[config.mk]
export PLATFORM = sky130hd
export DESIGN_NAME = writeback_stage
export DESIGN_NICKNAME = d
export VERILOG_FILES = /design/src/rtl/writeback_stage.sv
export SDC_FILE = /design/constraint.sdc
export NUM_CORES = 1
export LEC_CHECK = 0
export CAP_MARGIN = 20
export CORE_ASPECT_RATIO = 0.7
export CORE_MARGIN = 1
export CORE_UTILIZATION = 30
export CTS_CLUSTER_DIAMETER = 60
export CTS_CLUSTER_SIZE = 20
export DETAILED_ROUTE_END_ITERATION = 10
export PLACE_DENSITY = 0.69
export SLEW_MARGIN = 20
export SYNTH_ARGS = -nofsm -noshare
export SYNTH_HDL_FRONTEND = slang
export SYNTH_SLANG_ARGS = --single-unit
export TNS_END_PERCENT = 20
[constraint.sdc]
create_clock -name clk -period 7.11 [get_ports clk]
set_input_delay 1.422 -clock clk [delete_from_list [all_inputs] [get_ports clk]]
set_output_delay 1.422 -clock clk [all_outputs]
set_load 0.1 [all_outputs]
[src/rtl/writeback_stage.sv]
// writeback_stage: MEM/WB pipeline register with load formatting, register-bank write port,
// forwarding tap and retired-instruction counter.
module writeback_stage #(
  parameter int XLEN = 64,
  parameter int REGW = 5,
  parameter int CNTW = 32
) (
  input  logic            clk,
  input  logic            reset,
  input  logic            stall,
  input  logic            flush,
  input  logic            mem_valid,
  input  logic [REGW-1:0] mem_rd,
  input  logic            mem_regwrite,
  input  logic            mem_memtoreg,
  input  logic [1:0]      mem_size,
  input  logic            mem_unsigned,
  input  logic [2:0]      mem_addr_lo,
  input  logic [XLEN-1:0] mem_alu_result,
  input  logic [XLEN-1:0] mem_load_data,
  output logic [REGW-1:0] register3,
  output logic [XLEN-1:0] datain,
  output logic            regwrite,
  output logic            fwd_valid,
  output logic [REGW-1:0] fwd_rd,
  output logic [XLEN-1:0] fwd_data,
  output logic [CNTW-1:0] retired_count
);
  logic            wb_valid;
  logic [REGW-1:0] wb_rd;
  logic            wb_regwrite;
  logic            wb_memtoreg;
  logic [1:0]      wb_size;
  logic            wb_unsigned;
  logic [2:0]      wb_addr_lo;
  logic [XLEN-1:0] wb_alu_result;
  logic [XLEN-1:0] wb_load_data;
  logic            commit;
  logic [7:0]      lb;
  logic [15:0]     lh;
  logic [31:0]     lw;
  logic [XLEN-1:0] load_fmt;
  always_ff @(posedge clk or posedge reset) begin
    if (reset) begin
      wb_valid      <= 1'b0;
      wb_rd         <= '0;
      wb_regwrite   <= 1'b0;
      wb_memtoreg   <= 1'b0;
      wb_size       <= '0;
      wb_unsigned   <= 1'b0;
      wb_addr_lo    <= '0;
      wb_alu_result <= '0;
      wb_load_data  <= '0;
      retired_count <= '0;
    end else begin
      if (flush) begin
        wb_valid <= 1'b0;
      end else if (!stall) begin
        wb_valid      <= mem_valid;
        wb_rd         <= mem_rd;
        wb_regwrite   <= mem_regwrite;
        wb_memtoreg   <= mem_memtoreg;
        wb_size       <= mem_size;
        wb_unsigned   <= mem_unsigned;
        wb_addr_lo    <= mem_addr_lo;
        wb_alu_result <= mem_alu_result;
        wb_load_data  <= mem_load_data;
      end
      if (commit) retired_count <= retired_count + CNTW'(1);
    end
  end
  // Lane select ignores the low address bits below the access size.
  always_comb begin
    lb = wb_load_data[{wb_addr_lo, 3'b000} +: 8];
    lh = wb_load_data[{wb_addr_lo[2:1], 4'b0000} +: 16];
    lw = wb_load_data[{wb_addr_lo[2], 5'b00000} +: 32];
    load_fmt = wb_size == 2'd0 ? {{(XLEN-8){~wb_unsigned & lb[7]}}, lb} :
               wb_size == 2'd1 ? {{(XLEN-16){~wb_unsigned & lh[15]}}, lh} :
               wb_size == 2'd2 ? {{(XLEN-32){~wb_unsigned & lw[31]}}, lw} :
                                 wb_load_data;
  end
  assign commit    = wb_valid & ~stall;
  assign regwrite  = commit & wb_regwrite & (wb_rd != '0);
  assign register3 = wb_rd;
  assign datain    = wb_memtoreg ? load_fmt : wb_alu_result;
  assign fwd_valid = regwrite;
  assign fwd_rd    = wb_rd;
  assign fwd_data  = datain;
endmodule
==> out/metrics.yaml, run 1 <==
outcome:
  status: "complete, no violations"
flow_run:
  max_cap_violations: 0
clock_tree:
  htree_levels: 4
  cts_sinks: 174
  cts_resized: 0
  cts_hold_buf: 0
  clockBufferDepth: 2
  clk_pin_slew_ns: 0.07
  root_buffer: "clkbuf_16"
  cts_setup_buffers: 0
  cts_tree: "yes"
  numCtsBuffers: 17
  clock_latency_ns: 0.45
die:
  num_rows: 54
  dieArea_mm2: 0.03232
  io-pin-count: 318
  die_y_um: 150.7
  initial_core_util_pct: 30.43
  core_area_mm2: 0.03115
  die_w_um: 214.5
routing:
  avgViaCountPerCell: 4.868
  first_iter_violations: 354
  dr.pass1.iters: 5
  wl_per_cell_um: 19.90
  dr_total_vias: 7467
  drc_errors: 0
  wl_mm: 30.52
  ant_nets: 0
global_route:
  grt_util_all_layers_pct: 19.30
  grt_pass1_vias: 7657
  antenna_found_initial: 1
  grt_max_degree: 143
  grt_pass1_wl_mm: 46.61
  grt-ovfl-total: 0
logic_synthesis:
  ys_seq_area_share_pct: 45.93
  synthTopCellsByCount: "dfrtp_1, mux2_2, nand2_1, buf_4, nor2_1"
  synthTopCellsByArea: "dfrtp_1, mux2_2, buf_4"
  synth-main-ff-cell: "dfrtp_1"
  syn_inst: 878
  synth_top_area_cell: "dfrtp_1"
  synth_cell_type_count: 51
  netlist_area_mm2: 0.009479
  yosysMostFrequentCell: "dfrtp_1"
  syn_nets: 1025
  synth_edf_count: 0
  synth_top_area_share_pct: 45.93
  syn-mean-instance-area_um2: 10.80
  synth_warnings: 0
  ys_seq_elements: 174
  async_reset_ff_share_pct: 100.0
power:
  power.leakage_nw: 5.220
  powerDensity_mw_per_mm2: 372.9
  switching_share_pct: 52.67
  pwr-share-comb_pct: 54.0
  p_switching_mw: 2.576
  internal_power_mw: 2.315
  vdd_drop_max_mv: 0.2922
  total_power_mw: 4.890
  power.share.clock_pct: 20.1
  p_seq_share_pct: 25.9
critical_path:
  crit_arrival_ns: 4.22
  cp_max_fo: 32
  startpoint_type: "flip-flop"
  reg2reg_from: "retired_count[10]"
  crit_type: "flip-flop to primary output"
  worstPathRequired_ns: 5.69
  setup.worst_path.end_class: "primary output"
  critPathLaunch: "wb_addr_lo[2]"
cells_and_area:
  multiInputGateArea_mm2: 0.004344
  drive_above_1_share_pct: 21.13
  syn_to_final_growth_pct: 38.37
  stdcell_count: 1534
  seq_area_mm2: 0.004355
  nNetsFinal: 1246
  fillers: 2986
  final_util_pct: 42.11
  final_cell_area_mm2: 0.01312
sta:
  worst_slew_pin_slew_ns: 1.054
  slew_violations: 0
  post-route-period-util_pct: 79.31
  worst_hold_slack_ns: 0.4761
  hold_viol_final: 0
  setup_tns_ns: 0
  grt_setup_unrepaired: "no"
  min_period_ns: 5.639
  finalWorstSetupSlack_ns: 1.471
  setup_viol: 0
  fmax_mhz: 177.3
  slew_headroom_pct: 29.49
  clock_skew_ns: 0.006633
placement:
  io_buffer_count: 317
  dp_slack_ns: 1.977
  placed_cells: 1500
  dp_hpwl_mm: 22.36
  gp_congestion: 0.8680
  placed_area_mm2: 0.01251
min_path:
  hold_path_startpoint: "retired_count[31]"
  hold_path.class: "flip-flop to flip-flop"
-- kinds of logic (layout without fill, tap and decap cells) --
| family | count (synthesis) | count (layout) | share of synthesized area (%) |
|---|---|---|---|
| compound gates | 154 | 154 | 12.02 |
| other cells | 0 | 2 | 0 |
| flops | 174 | 174 | 45.93 |
| simple gates | 228 | 228 | 10.85 |
| mux | 159 | 159 | 19.77 |
| xor+xnor | 31 | 31 | 2.864 |
| fa+ha+maj | 1 | 1 | 0.1320 |
| buf+inv | 131 | 365 | 8.421 |
-- critical path, stage by stage, from the launching register on --
cell and delay, ns:
dfrtp_1 0.64, buf_4 0.41, mux2i_1 0.29, nand3_1 0.16
a41oi_4 0.35, nor2b_4 0.21, buf_4 0.48, a21oi_1 0.19
clkdlybuf4s50_1 1.00
-- path summary, 6_finish.rpt --
path,slack [ns],endpoint,depth (start not counted)
max in group asynchronous,4.21,wb_load_data[55],3
max,1.47,datain[62],8
max reg2reg,5.10,retired_count[29],5
min in group asynchronous,1.53,fwd_rd[1],2
min,0.48,retired_count[31],1
min reg2reg,0.48,retired_count[31],1
-- cells in the final DEF (no fill, tap or decap), types with 5 or more instances in the layout --
| cell type | count |
|---|---|
| and2_1 | 5 |
| nor2_1 | 53 |
| o21ai_0 | 19 |
| clkbuf_16 | 17 |
| a21oi_1 | 35 |
| nor2b_1 | 9 |
| o31a_1 | 7 |
| a21boi_0 | 16 |
| a21oi_2 | 30 |
| mux2_2 | 145 |
| xnor2_1 | 21 |
| clkdlybuf4s50_1 | 317 |
| o22a_1 | 16 |
| buf_4 | 8 |
| xor2_1 | 10 |
| a222oi_1 | 7 |
| nand2_1 | 117 |
| nand4_1 | 8 |
| a211oi_1 | 7 |
| nand3_1 | 9 |
| mux4_2 | 8 |
| mux2i_1 | 5 |
| and4_1 | 5 |
| a21o_1 | 7 |
| dfrtp_1 | 173 |
-- layout make-up --
cell class              count  share of cell area, %
well taps                 420                  4.006
clock buffers              17                  3.243
clock inverters            15                  1.326
flip-flops and latches    174                  33.21
diodes                      2                0.03816
inverters                   7                 0.2576
repair buffers            326                  24.80
multi-input cells         573                  33.12
-- flip-flops by register name (all words and copies together), names as in the netlist --
signal and cells:
wb_size 2, wb_memtoreg 1, retired_count 32, wb_addr_lo 3
wb_valid 1, wb_load_data 64, wb_regwrite 1, wb_unsigned 1
wb_alu_result 64, fwd_rd 5
-- layer usage --
| metal | global-route usage (%) | share of wire [%] | up-vias |
|---|---|---|---|
| li1 | - | - | 3447 |
| met1 | 26.56 | 48 | 3705 |
| met2 | 28.78 | 43 | 276 |
| met3 | 5.313 | 6.5 | 39 |
| met4 | 7.321 | 2.4 | 0 |
| met5 | 0 | 0 | - |
-- power groups by stage --
stage / Clock [mW] / Sequential (mW) / Combinational [mW]
floorplan: 0 / 1.31 / 2.10
global placement: 0 / 1.28 / 2.64
detailed placement: 0 / 1.28 / 2.65
CTS: 1.01 / 1.26 / 2.66
global route: 1.06 / 1.28 / 2.73
finish: 0.984 / 1.27 / 2.64
Note: power is estimated with default switching activity, not from simulation.
==> run 2, diff against run 1 <==
clock period = 5.2 ns   (was 7.11 ns; I/O delays follow)
==> out/metrics.yaml, run 2 (same netlist as run 1, synthesis figures left out) <==
outcome:
  status: "complete, no violations"
routing:
  first_iter_violations: 437
  ant_nets: 0
  wl_mm: 31.05
  avgViaCountPerCell: 4.834
  dr_total_vias: 7449
  wl_per_cell_um: 20.15
  drc_errors: 0
  dr.pass1.iters: 6
critical_path:
  path_cells: "mux2i_1, a311oi_2, a41oi_4, nor2b_4, buf_4, a21oi_2, buf_4"
  timing.rr.end: "retired_count[29]"
  setup.worst_path.end_class: "primary output"
  crit_arrival_ns: 3.67
  reg2reg_setup_slack_ns: 3.18
  cp_num_buf_inv: 2
  cpPeakStageDelay_ns: 0.92
  cpMaxStageDelayCell: "dfrtp_1"
  worstPathRequired_ns: 4.16
  startpoint_type: "flip-flop"
  cp_max_fo: 24
  crit_type: "flip-flop to primary output"
  reg2reg_from: "wb_valid"
  worstRegToRegCells: 5
  critPathTopFamily: "flip-flops"
  crit_path_frequent_cell: "buf_4"
clock_tree:
  cts_resized: 0
  cts_tree: "yes"
  htree_levels: 4
  clock_latency_ns: 0.45
  cts_hold_buf: 0
  numCtsBuffers: 17
  cts_setup_buffers: 0
  cts_sinks: 174
  root_buffer: "clkbuf_16"
  clockBufferDepth: 2
  clk_pin_slew_ns: 0.07
min_path:
  holdPathEnd: "retired_count[31]"
  hold_path_startpoint: "retired_count[31]"
  min_path_cells: 1
  hold_path.class: "flip-flop to flip-flop"
cells_and_area:
  top_regs: "wb_alu_result x64, wb_load_data x64, retired_count x32"
  stdcell_count: 1541
  drive_above_1_share_pct: 33.03
  layout_commonest_cell: "clkdlybuf4s50_1"
  layout_common_cells: "clkdlybuf4s50_1, dfrtp_1, mux2_2"
  syn_to_final_growth_pct: 35.51
  nNetsFinal: 1251
sta:
  clock_skew_ns: 0.007293
  slew_headroom_pct: 30.77
  setup_viol: 0
  setup_tns_ns: 0
  post-route-period-util_pct: 90.66
  min_period_ns: 4.714
  hold_viol_final: 0
  worst_hold_slack_ns: 0.4763
  worst_slew_pin_slew_ns: 1.035
  grt_setup_unrepaired: "no"
  fmax_mhz: 212.1
  slew_violations: 0
die:
  core_area_mm2: 0.03115
  io-pin-count: 318
  die_w_um: 214.5
  num_rows: 54
  initial_core_util_pct: 30.43
  die_y_um: 150.7
  dieArea_mm2: 0.03232
global_route:
  grt_pass1_vias: 7303
  grt_max_degree: 79
  grt_pass1_wl_mm: 46.11
  grt_util_all_layers_pct: 19.35
  antenna_found_initial: 3
  grt-ovfl-total: 0
power:
  power.leakage_nw: 5.367
  powerDensity_mw_per_mm2: 511.6
  vdd_drop_max_mv: 0.4313
placement:
  placed_cells: 1505
  dp_hpwl_mm: 23.15
  io_buffer_count: 317
  gp_congestion: 0.9009
flow_run:
  max_cap_violations: 0
==> run 2: changes by cell type in the layout (fill, tap and decap cells not counted) <==
cell             change
clkbuf_1             +1
buf_12               +2
inv_6                -3
clkdlybuf4s50_1    -130
bufinv_16            -1
clkinv_8             +1
diode_2              +2
clkinv_4             +2
inv_8                -2
clkbuf_8             +2
buf_4              +133
==> run 2: stage by stage <==
| stage | util, % | total power [mW] | worst slack, ns | instance area (um2) |
|---|---|---|---|---|
| CTS | 41.21 | 6.635 | 0.4300 | 12830 |
| global placement | 39.31 | 5.281 | 1.028 | 12250 |
| detailed placement | 39.31 | 5.303 | 0.9610 | 12250 |
| global route | 41.22 | 6.823 | 0.3083 | 12840 |
| floorplan | - | 4.665 | 0.08700 | 9483 |
| finish | 41.24 | 6.571 | 0.4856 | 12840 |
==> run 2: worst register-to-register path, delay by kind of cell (launching register included) <==
kind | cells | cell delay (ns)
xor+xnor | 1 | 0.21
simple gates | 4 | 1.39
flops | 1 | 0.34
==> run 2: report_power, final <==
group          total [mW]  internal (mW)  switching (mW)  leakage [nW]
combinational        3.52          0.824            2.69          2.98
clock                1.31          0.699           0.606         0.283
sequential           1.75           1.53           0.219          2.11
==> run 2: layout make-up <==
type,instances,area (um2)
well taps,420,525.5
diodes,4,10.01
multi-input cells,573,4344
clock inverters,12,132.6
fillers,3030,18300
inverters,7,30.03
flip-flops and latches,174,4355
repair buffers,331,2990
clock buffers,20,456.7
==> run 2: routing by layer <==
layer  global-route usage (%)  wire (um)
met1                    26.80      14580
met5                        0          0
met2                    28.94      13660
met4                    5.714        503
met3                    5.838       2309
==> run 2: worst max path at each step <==
stage / start / endpoint / slack [ns] / depth (start not counted)
CTS: wb_addr_lo[2] / fwd_data[46] / 0.43 / 7
finish: wb_addr_lo[2] / fwd_data[46] / 0.49 / 7
global route: wb_addr_lo[2] / datain[46] / 0.31 / 7
floorplan: wb_addr_lo[2] / fwd_data[6] / 0.09 / 8
global placement: wb_addr_lo[2] / fwd_data[46] / 1.03 / 7
detailed placement: wb_addr_lo[2] / fwd_data[46] / 0.96 / 7
==> run 3, diff against run 2 <==
PLACE_DENSITY = 0.55   (was 0.69)
SKIP_CTS_REPAIR_TIMING = 1   (was default)
==> out/metrics.yaml, run 3 (same netlist as run 1, synthesis figures left out) <==
power:
  p_seq_share_pct: 25.6
  switching_share_pct: 52.61
  vdd_drop_max_mv: 0.3412
  pwr-share-comb_pct: 54.3
  power.share.clock_pct: 20.2
  internal_power_mw: 3.196
  p_switching_mw: 3.549
  powerDensity_mw_per_mm2: 515.9
  power.leakage_nw: 5.442
global_route:
  antenna_found_initial: 2
  grt-ovfl-total: 0
  grt_pass1_wl_mm: 46.73
  grt_util_all_layers_pct: 19.55
  grt_pass1_vias: 7201
  grt_max_degree: 147
flow_run:
  max_cap_violations: 0
cells_and_area:
  fillers: 3011
  nNetsFinal: 1248
  layout_common_cells: "clkdlybuf4s50_1, dfrtp_1, mux2_2"
  top_regs: "wb_alu_result x64, wb_load_data x64, retired_count x32"
  final_util_pct: 41.97
  layout_commonest_cell: "clkdlybuf4s50_1"
  syn_to_final_growth_pct: 37.91
  drive_above_1_share_pct: 33.03
routing:
  ant_nets: 0
  drc_errors: 0
  avgViaCountPerCell: 4.844
  dr.pass1.iters: 5
  dr_total_vias: 7440
  wl_per_cell_um: 20.29
  wl_mm: 31.16
  first_iter_violations: 470
critical_path:
  reg2reg_from: "wb_valid"
  timing.rr.end: "retired_count[29]"
  startpoint_type: "flip-flop"
  cp_max_fo: 26
  worstPathRequired_ns: 4.16
  crit_arrival_ns: 3.42
  crit_type: "flip-flop to primary output"
  reg2reg_setup_slack_ns: 3.07
  setup.worst_path.end_class: "primary output"
  worstRegToRegCells: 5
sta:
  hold_viol_final: 0
  worst_slew_pin_slew_ns: 1.027
  setup_tns_ns: 0
  slew_headroom_pct: 31.32
  grt_setup_unrepaired: "no"
  fmax_mhz: 224.4
  slew_violations: 0
  clock_skew_ns: 0.01120
  setup_viol: 0
  post-route-period-util_pct: 85.69
  min_period_ns: 4.456
die:
  die_y_um: 150.7
  dieArea_mm2: 0.03232
  io-pin-count: 318
  initial_core_util_pct: 30.43
  num_rows: 54
  core_area_mm2: 0.03115
  die_w_um: 214.5
outcome:
  status: "complete, no violations"
clock_tree:
  clock_latency_ns: 0.44
  htree_levels: 4
  root_buffer: "clkbuf_16"
  cts_sinks: 174
  clk_pin_slew_ns: 0.08
  numCtsBuffers: 17
  clockBufferDepth: 2
  cts_tree: "yes"
min_path:
  holdPathEnd: "retired_count[31]"
  min_path_cells: 1
  hold_path.class: "flip-flop to flip-flop"
  hold_path_startpoint: "retired_count[31]"
placement:
  gp_congestion: 0.8478
  io_buffer_count: 317
  dp_hpwl_mm: 22.62
[run 3: how the worst max path moves through the flow]
stage                       start      endpoint  slack (ns)  cells past startpoint
finish              wb_addr_lo[2]    datain[36]        0.74                      7
global route        wb_addr_lo[2]    datain[36]        0.52                      7
CTS                 wb_addr_lo[2]  fwd_data[52]        0.72                      7
detailed placement  wb_addr_lo[2]  fwd_data[52]        1.22                      7
global placement    wb_addr_lo[2]    datain[52]        1.26                      7
floorplan           wb_addr_lo[2]   fwd_data[6]        0.09                      8
[run 3: final cells by class]
| cell class | instances | area [um2] | area share [%] |
|---|---|---|---|
| inverter | 7 | 30.03 | 0.2297 |
| sequential | 174 | 4355 | 33.32 |
| multi-input combinational | 573 | 4345 | 33.24 |
| clock buffer | 19 | 452.9 | 3.465 |
| tap | 420 | 525.5 | 4.020 |
| clock inverter | 13 | 152.6 | 1.168 |
| antenna | 2 | 5.005 | 0.03828 |
| timing repair buffer | 328 | 3206 | 24.52 |
[run 3: worst max-delay path: stages (launching register included)]
cell and delay, ns:
dfrtp_1 0.68, buf_4 0.40, nand3_1 0.21, a41oi_4 0.50, nor2b_4 0.56, buf_12 0.26, a21oi_2 0.09, buf_4 0.24
[run 3: metrics by stage]
step / hold slack [ns] / setup slack, ns / instance area (um2) / instances / power, mW
3_5_place_dp: 0.4653 / 1.215 / 12460 / 1502 / 5.421
3_3_place_gp: 0.4611 / 1.263 / 12460 / 1502 / 5.408
4_1_cts: 0.4754 / 0.7248 / 13070 / 1534 / 6.801
2_1_floorplan: 0.4810 / 0.08700 / 9483 / 878 / 4.665
5_1_grt: 0.4798 / 0.5195 / 13070 / 1534 / 6.995
6_report: 0.4728 / 0.7444 / 13070 / 1536 / 6.745
[run 3: power by group through the flow]
stage	Sequential [mW]	Combinational, mW	Clock, mW
2_1_floorplan	1.80	2.87	0
3_3_place_gp	1.74	3.67	0
3_5_place_dp	1.75	3.67	0
4_1_cts	1.72	3.68	1.40
5_1_grt	1.75	3.79	1.45
6_report	1.72	3.66	1.36
[run 3: metal layers]
layer	part of all wire, %	track usage (%)	vias to the layer above	wire length [um]
met5	0.042	0	-	13
met4	1.0	4.893	2	315
met1	50	29.06	3687	15590
li1	-	-	3460	-
met2	42	27.45	269	13130
met3	6.8	5.475	22	2113
